[config.mk]
export PLATFORM = sky130hd
export DESIGN_NAME = lbm_step_scheduler_flat
export DESIGN_NICKNAME = d
export VERILOG_FILES = /design/src/rtl/lbm_step_scheduler_if.sv /design/src/rtl/lbm_step_scheduler.sv /design/src/flat_wrapper.sv
export SDC_FILE = /design/constraint.sdc
export NUM_CORES = 1
export LEC_CHECK = 0
export BUFFER_PORTS_ARGS = -buffer_cell sky130_fd_sc_hd__buf_4
export CORE_ASPECT_RATIO = 0.8
export CORE_MARGIN = 3
export CORE_UTILIZATION = 55
export CTS_CLUSTER_SIZE = 25
export DETAILED_ROUTE_END_ITERATION = 6
export HOLD_SLACK_MARGIN = 0.08
export PLACE_DENSITY = 0.79
export SLEW_MARGIN = 20
export SYNTH_ARGS = -nofsm -noshare
export SYNTH_HDL_FRONTEND = slang
export SYNTH_SLANG_ARGS = --single-unit
export TNS_END_PERCENT = 5
[constraint.sdc]
create_clock -name clk -period 2.2 [get_ports clk]
set_input_delay 0.44 -clock clk [delete_from_list [all_inputs] [get_ports clk]]
set_output_delay 0.44 -clock clk [all_outputs]
set_load 0.02 [all_outputs]
[src/rtl/lbm_step_scheduler_if.sv]
// rtl/lbm_step_scheduler_if.sv - node read/write strobe bundle between step scheduler and memory/solver
interface lbm_step_scheduler_if #(
   parameter int ADDR_W = 10
);
   logic              rd_en;
   logic [ADDR_W-1:0] rd_addr;
   logic              rd_bank;
   logic [9:0]        node_x;
   logic [9:0]        node_y;
   logic              boundary;
   logic              wr_en;
   logic [ADDR_W-1:0] wr_addr;
   logic              wr_bank;

   modport master (
      output rd_en, rd_addr, rd_bank, node_x, node_y, boundary,
      output wr_en, wr_addr, wr_bank
   );

   modport slave (
      input rd_en, rd_addr, rd_bank, node_x, node_y, boundary,
      input wr_en, wr_addr, wr_bank
   );
endinterface

[src/rtl/lbm_step_scheduler.sv]
// rtl/lbm_step_scheduler.sv - frame-triggered Lattice-Boltzmann timestep sequencer over ping-pong banks
// LBM_FREE_RUN_EN: start steps back-to-back whenever run=1, ignoring vga_done.
module lbm_step_scheduler #(
   parameter int GRID_W = 32,
   parameter int GRID_H = 32,
   parameter int ADDR_W = 10,
   parameter int LAT    = 4
) (
   input  logic                        clk,
   input  logic                        reset,
   input  logic                        run,
   input  logic                        vga_done,
   lbm_step_scheduler_if.master        mem,
   output logic                        busy,
   output logic                        step_done,
   output logic [15:0]                 step_count,
   output logic                        overrun
);
   localparam int                N          = GRID_W * GRID_H;
   localparam logic [ADDR_W-1:0] LAST_ADDR  = ADDR_W'(N - 1);
   localparam logic [9:0]        LAST_X     = 10'(GRID_W - 1);
   localparam logic [9:0]        LAST_Y     = 10'(GRID_H - 1);
   // every delay stage except the output one; zero means the final write is on the bus now
   localparam logic [LAT-1:0]    EARLY_MASK = {LAT{1'b1}} >> 1;

   typedef enum logic [1:0] {IDLE, SWEEP, DRAIN, DONE} state_t;

   state_t            state, state_nxt;
   logic              start;
   logic              pending;
   logic              overrun_q;
   logic              rd_en;
   logic [ADDR_W-1:0] rd_addr_q;
   logic [9:0]        x_q, y_q;
   logic              bank_q;
   logic [15:0]       step_cnt;
   logic [LAT-1:0]    dl_v;
   logic [ADDR_W-1:0] dl_a [LAT];

`ifdef LBM_FREE_RUN_EN
   logic unused_free_run;
   assign unused_free_run = vga_done;
   assign start     = (state == IDLE) && run;
   assign pending   = 1'b0;
   assign overrun_q = 1'b0;
`else
   assign start = (state == IDLE) && run && (vga_done || pending);

   // a trigger consumed on the start edge never lands in pending
   always_ff @(posedge clk or negedge reset) begin
      if (!reset) begin
         pending   <= 1'b0;
         overrun_q <= 1'b0;
      end else begin
         overrun_q <= vga_done && pending && !start;
         if (start)
            pending <= 1'b0;
         else if (vga_done)
            pending <= 1'b1;
      end
   end
`endif

   always_ff @(posedge clk or negedge reset) begin
      if (!reset)
         state <= IDLE;
      else
         state <= state_nxt;
   end

   always_comb begin
      state_nxt = state;
      case (state)
         IDLE:    if (start) state_nxt = SWEEP;
         SWEEP:   if (rd_addr_q == LAST_ADDR) state_nxt = DRAIN;
         DRAIN:   if ((dl_v & EARLY_MASK) == '0) state_nxt = DONE;
         DONE:    state_nxt = IDLE;
         default: state_nxt = IDLE;
      endcase
   end

   always_comb begin
      rd_en     = (state == SWEEP);
      busy      = (state != IDLE);
      step_done = (state == DONE);
   end

   always_ff @(posedge clk or negedge reset) begin
      if (!reset) begin
         rd_addr_q <= '0;
         x_q       <= '0;
         y_q       <= '0;
      end else if (state == SWEEP) begin
         if (rd_addr_q == LAST_ADDR) begin
            rd_addr_q <= '0;
            x_q       <= '0;
            y_q       <= '0;
         end else begin
            rd_addr_q <= rd_addr_q + ADDR_W'(1);
            if (x_q == LAST_X) begin
               x_q <= '0;
               y_q <= y_q + 10'd1;
            end else begin
               x_q <= x_q + 10'd1;
            end
         end
      end
   end

   always_ff @(posedge clk or negedge reset) begin
      if (!reset) begin
         bank_q   <= 1'b0;
         step_cnt <= '0;
      end else if (state == DONE) begin
         bank_q   <= ~bank_q;
         step_cnt <= step_cnt + 16'd1;
      end
   end

   always_ff @(posedge clk or negedge reset) begin
      if (!reset) begin
         dl_v <= '0;
         for (int i = 0; i < LAT; i++) dl_a[i] <= '0;
      end else begin
         dl_v[0] <= rd_en;
         dl_a[0] <= rd_addr_q;
         for (int i = 1; i < LAT; i++) begin
            dl_v[i] <= dl_v[i-1];
            dl_a[i] <= dl_a[i-1];
         end
      end
   end

   assign mem.rd_en    = rd_en;
   assign mem.rd_addr  = rd_addr_q;
   assign mem.rd_bank  = bank_q;
   assign mem.node_x   = x_q;
   assign mem.node_y   = y_q;
   assign mem.boundary = rd_en && (x_q == 10'd0 || x_q == LAST_X ||
                                   y_q == 10'd0 || y_q == LAST_Y);
   assign mem.wr_en    = dl_v[LAT-1];
   assign mem.wr_addr  = dl_a[LAT-1];
   assign mem.wr_bank  = ~bank_q;
   assign step_count   = step_cnt;
   assign overrun      = overrun_q;
endmodule
[src/flat_wrapper.sv]
// flat-port wrapper written by rule: the top's interface ports become plain ports
module lbm_step_scheduler_flat 
#(
   parameter int GRID_W = 32,
   parameter int GRID_H = 32,
   parameter int ADDR_W = 10,
   parameter int LAT    = 4
)
  (clk, reset, run, vga_done, busy, step_done, step_count, overrun, mem_rd_en, mem_rd_addr, mem_rd_bank, mem_node_x, mem_node_y, mem_boundary, mem_wr_en, mem_wr_addr, mem_wr_bank);
  lbm_step_scheduler_if #(.ADDR_W(ADDR_W)) mem_i ();
  input  logic clk;
  input  logic reset;
  input  logic run;
  input  logic vga_done;
  output logic busy;
  output logic step_done;
  output logic [15:0] step_count;
  output logic overrun;
  output wire logic [$bits(mem_i.rd_en)-1:0] mem_rd_en;
  output wire logic [$bits(mem_i.rd_addr)-1:0] mem_rd_addr;
  output wire logic [$bits(mem_i.rd_bank)-1:0] mem_rd_bank;
  output wire logic [$bits(mem_i.node_x)-1:0] mem_node_x;
  output wire logic [$bits(mem_i.node_y)-1:0] mem_node_y;
  output wire logic [$bits(mem_i.boundary)-1:0] mem_boundary;
  output wire logic [$bits(mem_i.wr_en)-1:0] mem_wr_en;
  output wire logic [$bits(mem_i.wr_addr)-1:0] mem_wr_addr;
  output wire logic [$bits(mem_i.wr_bank)-1:0] mem_wr_bank;
  assign mem_rd_en = mem_i.rd_en;
  assign mem_rd_addr = mem_i.rd_addr;
  assign mem_rd_bank = mem_i.rd_bank;
  assign mem_node_x = mem_i.node_x;
  assign mem_node_y = mem_i.node_y;
  assign mem_boundary = mem_i.boundary;
  assign mem_wr_en = mem_i.wr_en;
  assign mem_wr_addr = mem_i.wr_addr;
  assign mem_wr_bank = mem_i.wr_bank;
  lbm_step_scheduler #(.GRID_W(GRID_W), .GRID_H(GRID_H), .ADDR_W(ADDR_W), .LAT(LAT)) u_core (.clk(clk), .reset(reset), .run(run), .vga_done(vga_done), .mem(mem_i), .busy(busy), .step_done(step_done), .step_count(step_count), .overrun(overrun));
endmodule
==> results of run 1 <==
## kinds of logic (layout without fill, tap and decap cells)
family	after synthesis	in the layout	synth area share
AOI/OAI and AO/OA	32	32	0.0595
xor gates and xnor gates	30	30	0.0698
adders and majority gates	11	11	0.0366
buffers and inverters	30	111	0.0455
DFF	95	95	0.632
muxes	3	3	0.00864
and+or+nand+nor	102	102	0.148
## cell usage in the layout (no fill, tap or decap), types with 2 or more instances in the layout
cell	n
o31ai_1	4
dfrtp_1	94
nand4_1	12
buf_4	78
xnor2_1	17
mux2_2	2
o32ai_1	2
a21oi_1	3
and4_1	4
o211ai_1	8
or3_1	3
nor3_1	4
xor2_1	13
and3_4	2
or4_1	3
ha_1	9
o41ai_1	3
and3_1	6
inv_6	4
nand2_1	24
nor2_1	20
inv_1	12
nand3_1	12
o21ai_0	7
clkinvlp_4	2
nor4_1	3
clkbuf_8	9
inv_2	2
## registers in the layout, indices dropped and copies added, names as in the netlist, 2 cells and up
register and flops:
u_core.dl_a 30, u_core.step_count 16, u_core.mem.node_x 10, u_core.mem.node_y 10, u_core.mem.rd_addr 10, u_core.mem.wr_addr 10
u_core.dl_v 4, u_core.state 2
## worst reg2reg max path, stage by stage, from the launching register on
cell and delay (ns):
dfrtp_1 0.41, inv_1 0.11, ha_1 0.36, buf_4 0.21, nand4_1 0.37, nand2_2 0.31
o21ai_0 0.13
## where the power goes
part           switching, mW  internal (mW)  leakage [nW]  total, mW
sequential          0.000203           1.75          1.19       1.75
clock                  0.608          0.427        0.0843       1.03
combinational         0.0361         0.0111         0.910     0.0472
total                  0.644           2.18          2.19       2.83
## stage by stage
step                TNS, ns  total power, mW  std cells  worst slack (ns)  hold slack (ns)
floorplan                 0             1.78        303            0.0632            0.144
global placement          0             1.83        444             0.197            0.331
detailed placement        0             1.83        444             0.117            0.337
CTS                  -0.171             2.86        468            -0.171            0.249
global route         -0.253             2.94        468            -0.253            0.258
finish               -0.207             2.83        468            -0.207            0.264
## timing repair
item | 4_1_cts | 5_1_grt
pin swaps | 4 | 3
hold endpoints to repair | 33 | 0
setup buffers | 7 | 0
resized for setup | 9 | 4
hold buffers | 1 | 0
endpoints found under the setup margin | 1 | 3
## cells in the mapped netlist (all sizes together) (2+ instances only)
library cell / n
o211ai: 8
xor2: 13
or4: 3
o41ai: 3
o31ai: 4
nor2: 20
o32ai: 2
nor3: 5
nand2: 25
a21oi: 4
nor4b: 2
ha: 11
nor4: 3
mux2: 2
dfrtp: 95
inv: 14
nand3: 12
or3: 3
and3: 8
buf: 16
and4: 6
nand4: 13
xnor2: 17
o21ai: 7
## metal layers
metal  share of wire  global-route usage
met1            0.42               0.253
met2            0.48               0.309
met3           0.073              0.0699
met4           0.025              0.0873
met5               0                   0
## final cells by class
cell class,instances,area [sq um],share of cell area
clock buffer,10,128,0.0278
clock inverter,6,50.0,0.0109
inverter,14,52.6,0.0114
multi-input combinational,178,1260,0.273
sequential,95,2380,0.517
tap,84,105,0.0229
timing repair buffer,81,627,0.136
## worst paths after layout
kind                                      start               endpoint  slack (ns)
max                        u_core.mem.node_y[6]           mem_boundary       -0.21
min                                         run         u_core.overrun        0.26
max reg2reg                     u_core.state[1]   u_core.mem.node_y[0]        0.16
min reg2reg                     u_core.dl_a[29]        u_core.dl_a[19]        0.35
max in group asynchronous                 reset     u_core.mem.rd_bank        0.96
min in group asynchronous                 reset  u_core.mem.wr_addr[5]        0.56
==> metrics.md, run 1 <==
| Metric | Value |
|---|---|
| Status | finished, violations left |
| Violated checks | setup timing |
| Yosys reg bits | 95 |
| Net Count, Synth | 318 |
| Worst path arrival time | 1.97 ns |
| Initial Util | 0.578 |
| Gp weighted congestion | 0.886 |
| Largest net degree at the start of global routing | 38 |
| Antenna viol nets, final | 0 |
| GRT Total Usage | 0.198 |
| CP peak stage delay | 0.53 ns |
| Hold Path Cell Cnt | 2 |
| Clk_skew | 0.0103 ns |
| Initial antenna violation count | 0 |
| CP top delay family | simple AND/OR/NAND/NOR gates |
| DRT iter0 DRCs | 162 |
| # H-tree levels | 3 |
| Total routed wirelength | 7220 um |
| Syn_area_per_cell | 12.4 sq um |
| CP required | 1.76 ns |
| Main synth FF type | dfrtp_1 |
| CTS tree | done |
| Max VDD drop | 0.341 mV |
| Die height | 80.0 um |
| CP Cell Sequence | or4_1, or3_1, a21oi_2, buf_6 |
| Drt wl/cell | 15.4 um |
| Post-DP HPWL | 5090 um |
| Crit path buffers/inverters | 1 |
| Critical path depth | 4 |
| IO buf count | 67 |
| Worst-path clk slew | 0.09 ns |
| Vias in the first global route | 2,532 |
| Post-synth ARST share | 1.00 |
| Dpl cell area | 4310 sq um |
| Final Setup Violations | 1 |
| Area fraction of the dominant cell type after synthesis | 0.632 |
| Worst Hold Class | in2reg |
| Synthesized area | 3760 sq um |
| Clk sink count | 95 |
| Fraction of layout cells with a size suffix above 1 | 0.292 |
| Crit path time final | 2.41 ns |
| Least-Margin Pin Slew | 0.607 ns |
| Setup CP Type | reg2out |
| Final critical-path setup slack | -0.207 ns |
| TritonRoute pass-1 iters | 4 |
| Dominant cells by area after synthesis | dfrtp_1 63%, xnor2_1 4.0%, ha_1 3.7% |
| First-pass GRT wire length | 12,100 um |
| Core box area | 6510 sq um |
| Utilization after layout | 0.707 |
| Ys Warns | 0 |
| EDFF count, synth | 0 |
| Number of vias per cell | 5.47 |
| Max Cap Viol | 0 |
| CP startpoint kind | flip-flop |
| Remaining DRCs | 0 |
| Max_slew headroom | 0.591 |
| Clk buf depth | 2 |
| Die Area | 7880 sq um |
| Fin nets | 394 |
| Area added between synthesis and finish | 22.2% |
| Synth area leader | dfrtp_1 |
| Synth unique cells | 38 |
| Num ports | 68 |
| Number of CTS-inserted buffers | 9 |
| Finished layout cell area | 4600 sq um |
| Die Width | 98.5 um |
| Slowest-stage cell, CP | or4_1 |
| Slew Viols, Final | 0 |
| Fill count | 471 |
| RSZ-0062 raised after global routing | true |
| F_max | 415 MHz |
| Cells after synthesis | 303 |
| Reg2Reg Depth | 6 |
| CP endpoint kind | output port |
| Clk Latency, worst-skew pair | 0.36 ns |
| Period utilization | 1.09 |
| Leak | 2.19 nW |
| Via count | 2,559 |
| Post-synthesis sequential area ratio | 0.632 |
| Power Dens Cells | 615 nW/um^2 |
| Critical Path Fanout Max | 2 |
| Diode count | 0 |
| Row count | 26 |
| Fin. Hold Viols | 0 |
| Grt total ovfl | 0 |
| Root Buffer | clkbuf_8 |
Power figures use the tool's default switching activity.
==> run 2, diff against run 1 <==
Clock period 2.2 ns to 2.4 ns, I/O delays scaled along.
==> run 2 against run 1 <==
The flow still finishes with violations (setup timing). Largest power group unchanged. Combinational power fell by 9.5%. Critical path depth rose by 2. Clock skew rose by 0.0016 ns. Global-route usage fell by 1.0 points. Sequential power fell by 9%.
==> metrics.md, run 2 (synthesized netlist as in run 1, its figures left out) <==
| Metric | Value |
|---|---|
| Remaining DRCs | 0 (unchanged) |
| First-pass GRT wire length | 11,800 um (-3.2%) |
| Fill count | 474 (+0.64%) |
| Critical Path Fanout Max | 4 (+2) |
| Number of CTS-inserted buffers | 9 (unchanged) |
| Register-to-register setup slack | 0.51 ns (+0.35 ns) |
| Max_slew headroom | 0.547 (-0.0447) |
| Highest routed metal layer | met4 |
| F_max | 414 MHz |
| Worst Hold Class | in2async |
| Max Cap Viol | 0 (unchanged) |
| Dpl cell area | 4300 sq um (-0.17%) |
| Number of flip-flops in the largest register | 30 (unchanged) |
| Grt total ovfl | 0 (unchanged) |
| CP endpoint kind | output port |
| Reg2Reg Depth | 6 (unchanged) |
| Die height | 80.0 um (unchanged) |
| Initial antenna violation count | 0 (unchanged) |
| Fin. Hold Viols | 0 (unchanged) |
| Die Width | 98.5 um (unchanged) |
| Fin cells | 466 (-0.43%) |
| Final Setup Violations | 1 (unchanged) |
| RSZ-0062 raised after global routing | true |
| FF/Latch Area | 2380 sq um (about the same) |
| Max VDD drop | 0.332 mV (-2.7%) |
| Least-Margin Pin Slew | 0.680 ns (+0.0726 ns) |
| Utilization after layout | 0.701 (-0.00596) |
| Slew Viols, Final | 0 (unchanged) |
| Vias in the first global route | 2,465 (-2.6%) |
| Initial Util | 0.578 (unchanged) |
| Met3 routed WL | 489 um (-7.2%) |
| Via count | 2,538 (-0.82%) |
| Die Area | 7880 sq um (unchanged) |
| Reg with most FFs | u_core.dl_a |
| DRT iter0 DRCs | 174 (+7.4%) |
| # H-tree levels | 3 (unchanged) |
| Gp weighted congestion | 0.864 (-2.4%) |
| Fraction of layout cells with a size suffix above 1 | 0.275 (-0.0168) |
| Total routed wirelength | 6920 um (-4.2%) |
| Core box area | 6510 sq um (unchanged) |
| Row count | 26 (unchanged) |
| Clk buf depth | 2 (unchanged) |
| Drt wl/cell | 14.9 um (-3.8%) |
| Post-DP HPWL | 4800 um (-5.8%) |
| Placed cells | 443 (-0.23%) |
| Root Buffer | clkbuf_8 |
| CTS tree | done |
| Status | finished, violations left |
| Hold-fix buffers, CTS | 0 (-1) |
| Most frequent cells in the layout | 95 x dfrtp_1, 77 x buf_4, 25 x nand2_1 |
| Area occupied by multi-input gates | 1230 sq um (-1.8%) |
| Num ports | 68 (unchanged) |
| Leak | 2.18 nW (about the same) |
| Power Dens Cells | 567 nW/um^2 (-7.8%) |
| Clk sink count | 95 (unchanged) |
| Antenna viol nets, final | 0 (unchanged) |
| Worst-path clk slew | 0.10 ns (about the same) |
| Reg2reg end | u_core.mem.node_y[1] |
| Setup CP Type | reg2out |
| Finished layout cell area | 4560 sq um (-0.84%) |
| Launch point of the worst reg-to-reg path | u_core.state[1] |
| Crit path time final | 2.42 ns |
| Worst path arrival time | 1.94 ns (-0.03 ns) |
| TritonRoute pass-1 iters | 4 (unchanged) |
| Fin nets | 392 (-0.51%) |
| Violated checks | setup timing |
| DRT met1 WL | 3080 um (+0.82%) |
| Area added between synthesis and finish | 21.1% |
| CP startpoint kind | flip-flop |
| Final critical-path setup slack | -0.0166 ns (+0.191 ns) |
| IO buf count | 67 (unchanged) |
| Largest net degree at the start of global routing | 54 (+42%) |
| Number of vias per cell | 5.45 (-0.39%) |
| GRT Total Usage | 0.188 (-0.0101) |
| Period utilization | 1.01 |
| Clk Latency, worst-skew pair | 0.36 ns (about the same) |
| Clk_skew | 0.0119 ns (+0.00160 ns) |
| Metal2 WL | 3270 um (-5.3%) |
| Diode count | 0 (unchanged) |
| Most common cell after layout, fill and taps aside | dfrtp_1 |
| Post-Place Setup Slack | 0.301 ns (+0.185 ns) |
| CP required | 1.92 ns (+0.16 ns) |
## run 2: cell types whose count changed in the layout (fill, tap and decap cells not counted), sizes merged
cell         delta
buf             -1
dlygate4sd3     -1
inv             -1
clkinv          +1
## run 2: what timing repair did
action,4_1_cts,5_1_grt
setup endpoints to repair,1,1
setup buffers,6,1
gates resized for setup,2,4
gates cloned,0,0
pin swaps,2,0
## run 2: report_power, final
part | switching, mW | leakage, nW | internal (mW)
combinational | 0.0336 | 0.907 | 0.00910
clock | 0.549 | 0.0854 | 0.393
sequential | 0.000196 | 1.19 | 1.60
total | 0.583 | 2.18 | 2.00
## run 2: worst max-delay path by stage
stage	from	end	slack (ns)	depth (start not counted)
after floorplan	u_core.mem.node_y[6]	mem_boundary	0.22	3
after detailed placement	u_core.mem.node_y[6]	mem_boundary	0.30	4
after CTS	u_core.mem.node_y[1]	mem_boundary	0.01	7
after global routing	u_core.mem.node_y[1]	mem_boundary	-0.10	7
after global placement	u_core.mem.node_y[6]	mem_boundary	0.31	4
final	u_core.mem.node_y[1]	mem_boundary	-0.02	6
## run 2: critical path: stages, from the launching register on
cell and delay [ns]:
dfrtp_1 0.42, ha_1 0.22, and3_1 0.19, a21oi_1 0.07, or3_1 0.38, a21oi_2 0.17
buf_6 0.14
## run 2: per-layer routing
metal / track usage / vias up
met5: 0 / -
met4: 0.0668 / 0
met3: 0.0576 / 9
met2: 0.295 / 83
met1: 0.251 / 1246
li1: - / 1200
## run 2: area by class of cell
class | count | share of cell area
sequential | 95 | 0.521
multi-input combinational | 178 | 0.271
timing repair buffer | 79 | 0.134
clock buffer | 10 | 0.0280
tap | 84 | 0.0231
clock inverter | 6 | 0.0115
inverter | 14 | 0.0115
## run 2: stage by stage
step           power (mW)  hold WS (ns)  setup TNS (ns)
3_5_place_dp         1.68         0.335               0
6_report             2.58         0.157         -0.0166
4_1_cts              2.63         0.165               0
3_3_place_gp         1.68         0.331               0
2_1_floorplan        1.63         0.184               0
5_1_grt              2.69         0.190          -0.104
==> run 3, diff against run 2 <==
Settings changed: BUFFER_PORTS_ARGS -buffer_cell sky130_fd_sc_hd__buf_4 to unset, CORE_UTILIZATION 55 to 60, DONT_BUFFER_PORTS set to 1, PLACE_DENSITY 0.79 to 0.76, SETUP_SLACK_MARGIN set to 0.5.
==> run 3 against run 2 <==
The flow finishes with violations (hold timing, setup timing). Global-route usage is 0.75 points higher. Register-to-register slack gained 0.07 ns. Worst setup slack worse by 0.014 ns. Clock power increased by 4.6%. First-iteration DRC count down 23%. Largest cell class unchanged. Highest routed layer unchanged.
==> metrics.md, run 3 (synthesized netlist as in run 1, its figures left out) <==
| Metric | Value |
|---|---|
| Status | finished, violations left |
| Violated checks | hold timing, setup timing |
| Clk Latency, worst-skew pair | 0.36 ns (about the same) |
| CP peak stage delay | 0.49 ns (+0.07 ns) |
| Max VDD drop | 0.420 mV (+27%) |
| Reg with most FFs | u_core.dl_a |
| Launch point of the worst reg-to-reg path | u_core.mem.node_x[2] |
| Core box area | 6010 sq um (-7.7%) |
| Register-to-register setup slack | 0.58 ns (+0.07 ns) |
| Crit path time final | 2.43 ns (+0.0138 ns) |
| Slowest-stage cell, CP | dfrtp_2 |
| Worst-path clk slew | 0.10 ns (about the same) |
| Remaining DRCs | 0 (unchanged) |
| Final Total Pwr | 2.59 mW (+0.13%) |
| CP Cell Sequence | inv_1, ha_1, nor4b_2, a21oi_1, or3_4, a21oi_4 |
| Vias in the first global route | 2,243 (-9.0%) |
| Area added between synthesis and finish | 8.44% |
| Finished layout cell area | 4080 sq um (-10%) |
| Worst path arrival time | 1.95 ns (about the same) |
| Drt wl/cell | 17.0 um (+15%) |
| Total routed wirelength | 6650 um (-4.0%) |
| RSZ-0062 raised after global routing | true |
| Max_slew headroom | 0.681 (+0.134) |
| Die Area | 7270 sq um (-7.8%) |
| CP required | 1.92 ns (about the same) |
| Num ports | 68 (unchanged) |
| Initial antenna violation count | 0 (unchanged) |
| DRT iter0 DRCs | 134 (-23%) |
| CP endpoint kind | output port |
| CTS tree | done |
| IO buf count | 0 (-100%) |
| Final critical-path setup slack | -0.0305 ns (-0.0138 ns) |
| Reg2reg end | u_core.mem.node_y[7] |
| Fin. Hold Viols | 95 (+95) |
| Slew Viols, Final | 0 (unchanged) |
| Fin cells | 390 (-16%) |
| Internal power | 2.00 mW (about the same) |
| Least-Margin Pin Slew | 0.475 ns (-0.205 ns) |
| P_sw | 0.587 mW (+0.72%) |
| Clk pwr share | 0.381 (+0.017) |
| Fraction of layout cells with a size suffix above 1 | 0.191 (-0.0839) |
| Largest net degree at the start of global routing | 96 (+78%) |
| Dpl cell area | 3820 sq um (-11%) |
| Placed cells | 374 (-16%) |
| Clk sink count | 95 (unchanged) |
| Leak | 1.81 nW (-17%) |
| Clk_skew | 0.00693 ns (-0.00500 ns) |
| Most common cell after layout, fill and taps aside | dfrtp_1 |
| Antenna viol nets, final | 0 (unchanged) |
| Worst Hold Class | in2async |
| Clk buf depth | 2 (unchanged) |
| Number of CTS-inserted buffers | 9 (unchanged) |
| Sequential share of power | 0.619 (about the same) |
| Via count | 2,315 (-8.8%) |
| Number of flip-flops in the largest register | 30 (unchanged) |
| Initial Util | 0.627 (+0.0482) |
| Die height | 76.8 um (-3.9%) |
| Die Width | 94.6 um (-4.0%) |
| Comb pwr share | 0.001 (-0.016) |
| # H-tree levels | 3 (unchanged) |
| Max Cap Viol | 0 (unchanged) |
| Number of vias per cell | 5.94 (+9.0%) |
| Diode count | 0 (unchanged) |
| Power Dens Cells | 634 nW/um^2 (+12%) |
| CP startpoint kind | flip-flop |
| Post-DP HPWL | 4390 um (-8.6%) |
| Critical Path Fanout Max | 6 (+2) |
| Hold slack | -0.199 ns (-0.356 ns) |
| First-pass GRT wire length | 10,900 um (-7.3%) |
| Gp weighted congestion | 0.816 (-5.6%) |
| Net Sw Frac | 0.227 (+0.00132) |
| Most frequent cells in the layout | 79 x dfrtp_1, 24 x nand2_1, 19 x nor2_1 |
| Utilization after layout | 0.680 (-0.0212) |
| F_max | 411 MHz (-0.57%) |
| Setup CP Type | reg2out |
| Final Setup Violations | 1 (unchanged) |
| Fin nets | 319 (-19%) |
| GRT Total Usage | 0.196 (+0.00753) |
| Root Buffer | clkbuf_8 |
| Row count | 25 (-3.8%) |
| Reg2Reg Depth | 4 (-2) |
| Grt total ovfl | 0 (unchanged) |
| TritonRoute pass-1 iters | 4 (unchanged) |
| Period utilization | 1.01 (+0.00576) |
==> run 3: cell types whose count changed in the layout (fill, tap and decap cells not counted), moves of 2 or more <==
cell,previous run,this run
buf_4,77,5
dfrtp_1,95,79
dfrtp_2,0,16
ha_1,11,8
ha_4,0,2
nor4_1,3,1
nor4_2,0,2
==> run 3: worst max-delay path by stage <==
stage	depth (start not counted)	startpoint	endpoint	slack (ns)
after floorplan	3	u_core.mem.node_y[6]	mem_boundary	0.42
after global placement	3	u_core.mem.node_y[7]	mem_boundary	0.36
after detailed placement	4	u_core.mem.node_x[0]	mem_boundary	0.33
after CTS	3	u_core.mem.node_y[7]	mem_boundary	-0.05
after global routing	6	u_core.mem.node_y[0]	mem_boundary	-0.10
final	6	u_core.mem.node_y[0]	mem_boundary	-0.03
==> run 3: timing repair <==
item | in CTS | in global routing
buffers inserted | 0 | 0
pin swaps | 2 | 4
gates cloned | 0 | 0
hold endpoints to repair | 95 | 95
gates resized for setup | 10 | 18
endpoints found under the setup margin | 17 | 23
==> run 3: layout make-up <==
| class | instances | area (sq um) |
|---|---|---|
| multi-input cells | 178 | 1300 |
| clock buffers | 9 | 124 |
| well taps | 81 | 101 |
| repair buffers | 6 | 48.8 |
| clock inverters | 7 | 61.3 |
| flip-flops and latches | 95 | 2400 |
| inverters | 14 | 52.6 |
| fillers | 450 | 1920 |
==> run 3: per-stage QoR <==
step | TNS, ns | worst slack, ns | hold slack [ns]
2_1_floorplan | 0 | 0.425 | 0.184
3_3_place_gp | 0 | 0.363 | 0.186
3_5_place_dp | 0 | 0.331 | 0.186
4_1_cts | -0.0533 | -0.0533 | -0.223
5_1_grt | -0.104 | -0.104 | -0.235
6_report | -0.0305 | -0.0305 | -0.199
==> run 3: power by group through the flow <==
stage                     logic [mW]  clock network, mW  registers, mW
after floorplan              0.00107                  0           1.63
after detailed placement     0.00128                  0           1.63
after global placement       0.00115                  0           1.63
after global routing         0.00143               1.10           1.60
final                        0.00130              0.985           1.60
after CTS                    0.00128               1.02           1.60
==> run 3: worst max-delay path, delay by kind of cell (launching register included) <==
family,cells,cell delay (ns)
fa+ha+maj,1,0.14
compound gates,2,0.28
simple gates,2,0.58
buf+inv,1,0.10
flops,1,0.49
==> run 3: per-layer routing <==
layer	up-vias	wire length, um	track usage
met5	-	0	0
met3	20	446	0.0814
met4	0	148	0.0677
met1	1163	2850	0.250
met2	79	3200	0.302
li1	1053	-	-
